==> config.mk <==
export PLATFORM = sky130hd
export DESIGN_NAME = z80_bus_cycle_unit
export DESIGN_NICKNAME = d
export VERILOG_FILES = /design/src/rtl/z80_bus_pkg.sv /design/src/rtl/z80_refresh_ctr.sv /design/src/rtl/z80_bus_cycle_unit.sv
export SDC_FILE = /design/constraint.sdc
export NUM_CORES = 1
export LEC_CHECK = 0
export ABC_CLOCK_PERIOD_IN_PS = 1700
export CAP_MARGIN = 40
export CORE_MARGIN = 2
export CORE_UTILIZATION = 40
export DETAILED_ROUTE_END_ITERATION = 12
export GPL_ROUTABILITY_DRIVEN = 1
export PLACE_DENSITY = 0.76
export SLEW_MARGIN = 20
export SYNTH_ARGS = -nofsm -noshare
export SYNTH_HDL_FRONTEND = slang
export SYNTH_HIERARCHICAL = 1
export SYNTH_SLANG_ARGS = --single-unit
==> constraint.sdc <==
create_clock -name clk -period 1.7 [get_ports clk]
set_input_delay 0.255 -clock clk [delete_from_list [all_inputs] [get_ports clk]]
set_output_delay 0.255 -clock clk [all_outputs]
set_load 0.005 [all_outputs]
==> src/rtl/z80_bus_pkg.sv <==
// Shared types and constants for the Z80 machine-cycle sequencer.
package z80_bus_pkg;

    // Request kinds; encodings 5-7 are illegal and run as a no-op cycle.
    typedef enum logic [2:0] {
        FETCH  = 3'd0,
        MEM_RD = 3'd1,
        MEM_WR = 3'd2,
        IO_RD  = 3'd3,
        IO_WR  = 3'd4
    } bus_kind_t;

    // T-states of one machine cycle.
    typedef enum logic [2:0] {
        IDLE = 3'd0,
        T1   = 3'd1,
        T2   = 3'd2,
        TW   = 3'd3,
        T3   = 3'd4,
        T4   = 3'd5
    } bus_state_t;

    localparam int DEF_MEM_WAIT = 0;
    localparam int DEF_IO_WAIT  = 1;
    localparam int WAIT_CNT_W   = 3;

    function automatic logic kind_legal(input logic [2:0] k);
        return (k <= 3'd4);
    endfunction

    function automatic logic kind_mem(input logic [2:0] k);
        return (k == FETCH) || (k == MEM_RD) || (k == MEM_WR);
    endfunction

    function automatic logic kind_io(input logic [2:0] k);
        return (k == IO_RD) || (k == IO_WR);
    endfunction

    function automatic logic kind_read(input logic [2:0] k);
        return (k == FETCH) || (k == MEM_RD) || (k == IO_RD);
    endfunction

    function automatic logic kind_write(input logic [2:0] k);
        return (k == MEM_WR) || (k == IO_WR);
    endfunction

endpackage

==> src/rtl/z80_refresh_ctr.sv <==
// Z80 R register: parallel load, 7-bit refresh increment, bit 7 preserved.
module z80_refresh_ctr (
    input  logic       clk,
    input  logic       rst,
    input  logic       i_ld,
    input  logic [7:0] i_din,
    input  logic       i_inc,
    output logic [7:0] o_r
);

    logic [7:0] r_r;

    // Load has priority over increment; only the low seven bits count.
    always_ff @(posedge clk) begin
        if (rst) begin
            r_r <= 8'h00;
        end else if (i_ld) begin
            r_r <= i_din;
        end else if (i_inc) begin
            r_r <= {r_r[7], r_r[6:0] + 7'd1};
        end
    end

    assign o_r = r_r;

endmodule

==> src/rtl/z80_bus_cycle_unit.sv <==
// Machine-cycle sequencer: turns one request into a timed T-state sequence
// on the Z80 bus strobes, with wait states and refresh.
//
// Handshake: a request transfers on any rising edge where req_valid and
// req_ready are both 1; kind/addr/wdata are captured on that edge. req_ready
// is high in IDLE and in the last T-state of a cycle, so a held req_valid
// chains cycles with no idle gap. done is a one-cycle pulse in the final
// T-state; rdata is valid with done and held until the next read capture.
//
// Every output is a register loaded from the next-state decode, so strobes
// change exactly on the edge that enters each T-state.
module z80_bus_cycle_unit
    import z80_bus_pkg::*;
#(
    parameter int ADDR_W     = 16,
    parameter int DATA_W     = 8,
    parameter int MEM_WAIT   = DEF_MEM_WAIT,
    parameter int IO_WAIT    = DEF_IO_WAIT,
    parameter int REFRESH_EN = 1
) (
    input  logic              clk,
    input  logic              rst,
    input  logic              req_valid,
    output logic              req_ready,
    input  logic [2:0]        req_kind,
    input  logic [ADDR_W-1:0] req_addr,
    input  logic [DATA_W-1:0] req_wdata,
    output logic              done,
    output logic [DATA_W-1:0] rdata,
    input  logic [7:0]        i_reg,
    input  logic              r_ld,
    input  logic [7:0]        r_din,
    output logic [7:0]        r_out,
    output logic [ADDR_W-1:0] addr_out,
    input  logic [DATA_W-1:0] data_in,
    output logic [DATA_W-1:0] data_out,
    output logic              data_oe,
    input  logic              WAIT_L,
    output logic              M1_L,
    output logic              MREQ_L,
    output logic              IORQ_L,
    output logic              RD_L,
    output logic              WR_L,
    output logic              RFSH_L,
    output logic [2:0]        dbg_state
);

    localparam bit REFRESH = (REFRESH_EN != 0);
    localparam logic [WAIT_CNT_W-1:0] WAIT_MEM_INIT = WAIT_CNT_W'(MEM_WAIT);
    localparam logic [WAIT_CNT_W-1:0] WAIT_IO_INIT  = WAIT_CNT_W'(IO_WAIT);

    bus_state_t              r_state;
    logic [2:0]              r_kind;
    logic [WAIT_CNT_W-1:0]   r_wait_cnt;
    logic                    r_ready;
    logic                    r_done;
    logic [DATA_W-1:0]       r_rdata;
    logic [ADDR_W-1:0]       r_addr;
    logic [DATA_W-1:0]       r_data_out;
    logic                    r_oe;
    logic                    r_m1_l, r_mreq_l, r_iorq_l, r_rd_l, r_wr_l, r_rfsh_l;

    bus_state_t              w_next_state;
    bus_state_t              w_start_state;
    logic [2:0]              w_next_kind;
    logic                    w_accept;
    logic                    w_refresh_cur;
    logic                    w_refresh_nxt;
    logic                    w_in_data_phase;
    logic [WAIT_CNT_W-1:0]   w_nxt_wait;
    logic                    w_nxt_ready;
    logic                    w_nxt_done;
    logic [DATA_W-1:0]       w_nxt_rdata;
    logic [ADDR_W-1:0]       w_nxt_addr;
    logic [DATA_W-1:0]       w_nxt_data_out;
    logic                    w_nxt_oe;
    logic                    w_nxt_m1_l, w_nxt_mreq_l, w_nxt_iorq_l;
    logic                    w_nxt_rd_l, w_nxt_wr_l, w_nxt_rfsh_l;
    logic [7:0]              w_r_val;
    logic                    w_r_ld;
    logic                    w_r_inc;

    // R only loads while idle and advances once per completed refresh.
    assign w_r_ld  = r_ld && (r_state == IDLE);
    assign w_r_inc = (r_state == T4);

    z80_refresh_ctr u_refresh_ctr (
        .clk   (clk),
        .rst   (rst),
        .i_ld  (w_r_ld),
        .i_din (r_din),
        .i_inc (w_r_inc),
        .o_r   (w_r_val)
    );

    // Next T-state and the strobe/data values that belong to it.
    always_comb begin
        w_accept        = req_valid && r_ready;
        w_next_kind     = w_accept ? req_kind : r_kind;
        w_start_state   = kind_legal(req_kind) ? T1 : T3;
        w_refresh_cur   = REFRESH && (r_kind == FETCH);
        w_refresh_nxt   = REFRESH && (w_next_kind == FETCH);
        w_in_data_phase = (r_state == T2) || (r_state == TW);

        w_next_state = r_state;
        case (r_state)
            IDLE:    if (w_accept) w_next_state = w_start_state;
            T1:      w_next_state = T2;
            T2, TW:  w_next_state = ((r_wait_cnt != '0) || !WAIT_L) ? TW : T3;
            T3: begin
                if (w_refresh_cur)  w_next_state = T4;
                else if (w_accept)  w_next_state = w_start_state;
                else                w_next_state = IDLE;
            end
            T4:      w_next_state = w_accept ? w_start_state : IDLE;
            default: w_next_state = IDLE;
        endcase

        w_nxt_m1_l     = r_m1_l;
        w_nxt_mreq_l   = r_mreq_l;
        w_nxt_iorq_l   = r_iorq_l;
        w_nxt_rd_l     = r_rd_l;
        w_nxt_wr_l     = r_wr_l;
        w_nxt_rfsh_l   = r_rfsh_l;
        w_nxt_oe       = r_oe;
        w_nxt_addr     = r_addr;
        w_nxt_data_out = r_data_out;
        w_nxt_done     = 1'b0;
        w_nxt_rdata    = r_rdata;
        w_nxt_wait     = r_wait_cnt;

        case (w_next_state)
            IDLE: begin
                w_nxt_m1_l   = 1'b1;
                w_nxt_mreq_l = 1'b1;
                w_nxt_iorq_l = 1'b1;
                w_nxt_rd_l   = 1'b1;
                w_nxt_wr_l   = 1'b1;
                w_nxt_rfsh_l = 1'b1;
                w_nxt_oe     = 1'b0;
            end
            T1: begin
                // Only reached on acceptance, so decode the incoming kind.
                w_nxt_addr   = req_addr;
                w_nxt_m1_l   = !(w_next_kind == FETCH);
                w_nxt_mreq_l = !kind_mem(w_next_kind);
                w_nxt_rd_l   = !((w_next_kind == FETCH) || (w_next_kind == MEM_RD));
                w_nxt_iorq_l = 1'b1;
                w_nxt_wr_l   = 1'b1;
                w_nxt_rfsh_l = 1'b1;
                w_nxt_oe     = kind_write(w_next_kind);
                if (kind_write(w_next_kind)) w_nxt_data_out = req_wdata;
            end
            T2: begin
                w_nxt_wait = kind_mem(r_kind) ? WAIT_MEM_INIT : WAIT_IO_INIT;
                if (kind_io(r_kind)) begin
                    w_nxt_iorq_l = 1'b0;
                    if (r_kind == IO_RD) w_nxt_rd_l = 1'b0;
                    else                 w_nxt_wr_l = 1'b0;
                end else if (r_kind == MEM_WR) begin
                    w_nxt_wr_l = 1'b0;
                end
            end
            TW: begin
                if (r_wait_cnt != '0) w_nxt_wait = r_wait_cnt - 1'b1;
            end
            T3: begin
                if (w_in_data_phase) begin
                    if (w_refresh_cur) begin
                        w_nxt_m1_l   = 1'b1;
                        w_nxt_rd_l   = 1'b1;
                        w_nxt_mreq_l = 1'b0;
                        w_nxt_rfsh_l = 1'b0;
                        w_nxt_addr   = ADDR_W'({i_reg, w_r_val});
                    end
                end else begin
                    // Illegal kind: a strobe-free single-state no-op.
                    w_nxt_m1_l   = 1'b1;
                    w_nxt_mreq_l = 1'b1;
                    w_nxt_iorq_l = 1'b1;
                    w_nxt_rd_l   = 1'b1;
                    w_nxt_wr_l   = 1'b1;
                    w_nxt_rfsh_l = 1'b1;
                    w_nxt_oe     = 1'b0;
                end
                w_nxt_done = !w_refresh_nxt;
            end
            T4: begin
                w_nxt_mreq_l = 1'b1;
                w_nxt_rfsh_l = 1'b0;
                w_nxt_done   = 1'b1;
            end
            default: ;
        endcase

        w_nxt_ready = (w_next_state == IDLE) || (w_next_state == T4) ||
                      ((w_next_state == T3) && !w_refresh_nxt);

        if (w_in_data_phase && (w_next_state == T3) && kind_read(r_kind))
            w_nxt_rdata = data_in;
    end

    // State and registered outputs; reset aborts any cycle in progress.
    always_ff @(posedge clk) begin
        if (rst) begin
            r_state    <= IDLE;
            r_kind     <= 3'd0;
            r_wait_cnt <= '0;
            r_ready    <= 1'b1;
            r_done     <= 1'b0;
            r_rdata    <= '0;
            r_addr     <= '0;
            r_data_out <= '0;
            r_oe       <= 1'b0;
            r_m1_l     <= 1'b1;
            r_mreq_l   <= 1'b1;
            r_iorq_l   <= 1'b1;
            r_rd_l     <= 1'b1;
            r_wr_l     <= 1'b1;
            r_rfsh_l   <= 1'b1;
        end else begin
            r_state    <= w_next_state;
            r_kind     <= w_next_kind;
            r_wait_cnt <= w_nxt_wait;
            r_ready    <= w_nxt_ready;
            r_done     <= w_nxt_done;
            r_rdata    <= w_nxt_rdata;
            r_addr     <= w_nxt_addr;
            r_data_out <= w_nxt_data_out;
            r_oe       <= w_nxt_oe;
            r_m1_l     <= w_nxt_m1_l;
            r_mreq_l   <= w_nxt_mreq_l;
            r_iorq_l   <= w_nxt_iorq_l;
            r_rd_l     <= w_nxt_rd_l;
            r_wr_l     <= w_nxt_wr_l;
            r_rfsh_l   <= w_nxt_rfsh_l;
        end
    end

    assign req_ready = r_ready;
    assign done      = r_done;
    assign rdata     = r_rdata;
    assign r_out     = w_r_val;
    assign addr_out  = r_addr;
    assign data_out  = r_data_out;
    assign data_oe   = r_oe;
    assign M1_L      = r_m1_l;
    assign MREQ_L    = r_mreq_l;
    assign IORQ_L    = r_iorq_l;
    assign RD_L      = r_rd_l;
    assign WR_L      = r_wr_l;
    assign RFSH_L    = r_rfsh_l;
    assign dbg_state = r_state;

endmodule

==> results_dict.tcl <==
set metrics [dict create \
    top_cells_by_area_in_the_synthesized_netlist "sky130_fd_sc_hd__dfxtp_1 40%, sky130_fd_sc_hd__mux2i_1 12%, sky130_fd_sc_hd__nand2b_1 5.8%" \
    vias_per_cell 5.06 \
    worst_hold_path.endpoint "u_refresh_ctr/o_r[7]" \
    crit_path_top_delay_cell "sky130_fd_sc_hd__dfxtp_2" \
    setup_viol 31 \
    yosys.cell_types.count 55 \
    r2r_setup_slack_ns -0.23 \
    whs_ns 0.371 \
    swShare 0.312 \
    violations "negative setup slack" \
    start_kind "flip-flop" \
    routed_wl_mm 8.61 \
    antenna_found_initial 0 \
    clock-sinks 58 \
    timing.hold.worst.class "in -> reg" \
    initial_utilization 0.406 \
    power.density_nw_per_um2 962 \
    maximum_buffer_depth_of_the_clock_tree 2 \
    port_buffers 107 \
    slew-limit-headroom 0.675 \
    report.final.slew_viol_count 0 \
    layout-drive-gt1-share 0.279 \
    fin_nets 535 \
    total_die_area_sq_um 7940 \
    post_synth_most_frequent_cells "58 x sky130_fd_sc_hd__dfxtp_1, 36 x sky130_fd_sc_hd__mux2i_1, 34 x sky130_fd_sc_hd__nor2_1" \
    placement_rows 31 \
    yosys_warnings 6 \
    clkPwrFrac 0.256 \
    postSynthCellCount 315 \
    die_h_microns 89.1 \
    cts.hold.buffers_added 0 \
    postSynthNetCount 374 \
    tritoncts.num_buffers 9 \
    grt_setup_unrepaired "yes" \
    wire_per_inst_microns 14.9 \
    hpwl_mm 6.13 \
    yosysTopAreaCell "sky130_fd_sc_hd__dfxtp_1" \
    timing.hold.worst.start "rst" \
    fin_setup_tns_ns -4.94 \
    detailroute.via_count 2931 \
    syn2layout_area_growth_pct 69.9 \
    syn_area_sq_um 2900 \
    timing.max_cap.violations 0 \
    die_outline_width_microns 89.1 \
    largest_net_degree_at_the_start_of_global_routing 32 \
    layout_setup_ws_ns -0.229 \
    max_freq_ghz 0.518 \
    clock_latency_ns 0.33 \
    synth_enable_flop_cells 0 \
    detail-route-antenna-nets 0 \
    netlist.area_leader.share 0.401 \
    synth_most_common_cell "sky130_fd_sc_hd__dfxtp_1" \
    worst_path_largest_cell_delay_ns 0.32 \
    regToRegEndpoint "rdata[7]" \
    synth_area_per_cell_sq_um 9.20 \
    period_share 1.13 \
    globalplace.congestion 0.845 \
    static-leakage-power_nw 1.89 \
    grt_pass1_vias 2813 \
    ctsRootBufferMaster "sky130_fd_sc_hd__clkbuf_8" \
    final_hold_violations 0 \
    seq_power_share 0.350 \
    synth_seq_cells 58 \
    clk_pin_slew_worst_paths_ns 0.07 \
    crit_path_max_fanout 4 \
    yosys_most_used_dff "sky130_fd_sc_hd__dfxtp_1" \
    status "complete, but fails checks" \
    io_pins 108 \
    p_int_w 0.00326 \
    timing.reg2reg.worst_path_depth 10 \
    crit_type "reg -> reg" \
    core_region_sq_um 7140 \
    power.net_switching_w 0.00148 \
    grt_remaining_overflow 0 \
    clock-skew-final_ns 0.00915 \
    antenna_cells_inserted 0 \
    path_cells "inv_2 > ha_4 > ha_4 > buf_6 > nand4b_1 > buf_4 > nor3_4 > buf_6 > mux2i_1 > nor2_1" \
    worst_ep_arrival_time_ns 2.15 \
    drt-pass1-iter-count 4 \
    grt_pass1_wl_mm 13.0 \
    power.combinational.fraction 0.393 \
    cts_max_level 3 \
    async_flop_share 0 \
    placed_area_sq_um 4460 \
    drt_iter0_markers 152 \
    worst_pin_slew_ns 0.487 \
    period_needed_ns 1.93 \
    hold_path_depth 2 \
    post-route-drc-count 0 \
    cts_tree "built" \
    design_area_sq_um 4920 \
    groute.usage.overall 0.211 \
    ys_seq_area_frac 0.401 \
    vdd_ir_drop_max_mv 0.474 \
    critical_path_required_ns 1.92 \
    total_power_w 0.00473 \
    setup.worst_path.end_class "flip-flop" \
    r2r-start "r_wait_cnt[0]" \
    final.fill_count 578 \
]
==> layout make-up <==
class	count	area [sq um]	share of cell area
Clock inverter	5	56.3	0.0114
Inverter	22	88.8	0.0181
Tap cell	99	124	0.0252
Multi-Input combinational cell	218	1760	0.358
Timing Repair inverter	1	7.51	0.00153
Clock buffer	10	128	0.0259
Timing Repair Buffer	166	1590	0.323
Sequential cell	58	1170	0.237
==> state kept, by name, indices dropped and copies added, names as in the netlist <==
register           cells
WR_L                   1
rdata                  8
addr_out              16
done                   1
RFSH_L                 1
M1_L                   1
RD_L                   1
dbg_state              3
r_wait_cnt             3
data_oe                1
r_kind                 3
MREQ_L                 1
u_refresh_ctr/o_r      8
data_out               8
req_ready              1
IORQ_L                 1
==> critical path, delay by kind of cell (launching register included) <==
family / cells / cell delay [ns]
AND/OR/NAND/NOR: 3 / 0.48
buffers and inverters: 4 / 0.55
multiplexers: 1 / 0.19
flip-flops: 1 / 0.32
adder cells (fa/ha/maj): 2 / 0.28
==> cell families after synthesis <==
kind of cell,count (synthesis),share of synthesized area
and+or+nand+nor,114,0.219
buffers and inverters,39,0.0652
DFF,58,0.401
xor gates and xnor gates,6,0.0181
AOI/OAI and AO/OA,58,0.156
muxes,37,0.128
adders and majority gates,3,0.0130
==> metal layers <==
layer	vias up	global-route usage	part of all wire
met5	-	0	0
met4	0	0.110	0.028
met3	16	0.0369	0.048
met2	88	0.343	0.50
met1	1393	0.269	0.43
li1	1434	-	-
==> layout by cell type (no fill, tap or decap), types with 3 or more instances in the layout <==
cell type,Yosys,final
sky130_fd_sc_hd__nand2_1,13,12
sky130_fd_sc_hd__clkdlybuf4s50_1,0,101
sky130_fd_sc_hd__clkbuf_8,0,9
sky130_fd_sc_hd__nand3_1,6,6
sky130_fd_sc_hd__a211oi_1,3,3
sky130_fd_sc_hd__buf_12,1,3
sky130_fd_sc_hd__dfxtp_2,0,5
sky130_fd_sc_hd__or2b_1,7,7
sky130_fd_sc_hd__a21oi_1,11,9
sky130_fd_sc_hd__nand2b_1,27,26
sky130_fd_sc_hd__clkinvlp_4,0,3
sky130_fd_sc_hd__xor2_1,4,4
sky130_fd_sc_hd__buf_6,2,9
sky130_fd_sc_hd__o21ai_2,1,3
sky130_fd_sc_hd__nor2b_1,3,3
sky130_fd_sc_hd__nor2_1,34,31
sky130_fd_sc_hd__buf_4,2,47
sky130_fd_sc_hd__dfxtp_1,58,53
sky130_fd_sc_hd__a221oi_2,1,8
sky130_fd_sc_hd__mux2i_1,36,34
sky130_fd_sc_hd__nor2_2,1,3
sky130_fd_sc_hd__o21ai_0,6,5
sky130_fd_sc_hd__dlymetal6s2s_1,0,4
sky130_fd_sc_hd__inv_1,22,18
sky130_fd_sc_hd__a221oi_1,16,9
==> stage by stage <==
stage                     setup slack, ns  utilization  instances
after floorplan                    -0.143            -        315
after detailed placement           -0.444        0.625        556
after global placement             -0.410        0.625        556
after CTS                          -0.223        0.665        576
final                              -0.229        0.690        579
after global routing               -0.316        0.690        579
==> how the worst max path moves through the flow <==
stage,from,end,slack (ns),cells after the start
finish,r_wait_cnt[0],rdata[7],-0.23,10
global route,r_wait_cnt[0],addr_out[4],-0.32,9
CTS,r_wait_cnt[1],addr_out[7],-0.22,9
detailed placement,req_valid,data_out[6],-0.44,7
global placement,req_valid,data_out[4],-0.41,7
floorplan,r_wait_cnt[1],addr_out[11],-0.14,10
==> what timing repair did <==
action / CTS / global route
gates resized for setup: 22 / 36
gates cloned: 2 / 0
pin swaps: 9 / 13
setup buffers: 3 / 3
endpoints found under the setup margin: 42 / 49
==> power by group through the flow <==
stage	clock network [W]	registers, W	logic [W]
3_5_place_dp	0	0.00168	0.00162
2_1_floorplan	0	0.00168	0.000775
5_1_grt	0.00130	0.00168	0.00200
3_3_place_gp	0	0.00168	0.00158
6_report	0.00121	0.00166	0.00186
4_1_cts	0.00125	0.00166	0.00170
(Power assumes the default switching activity.)
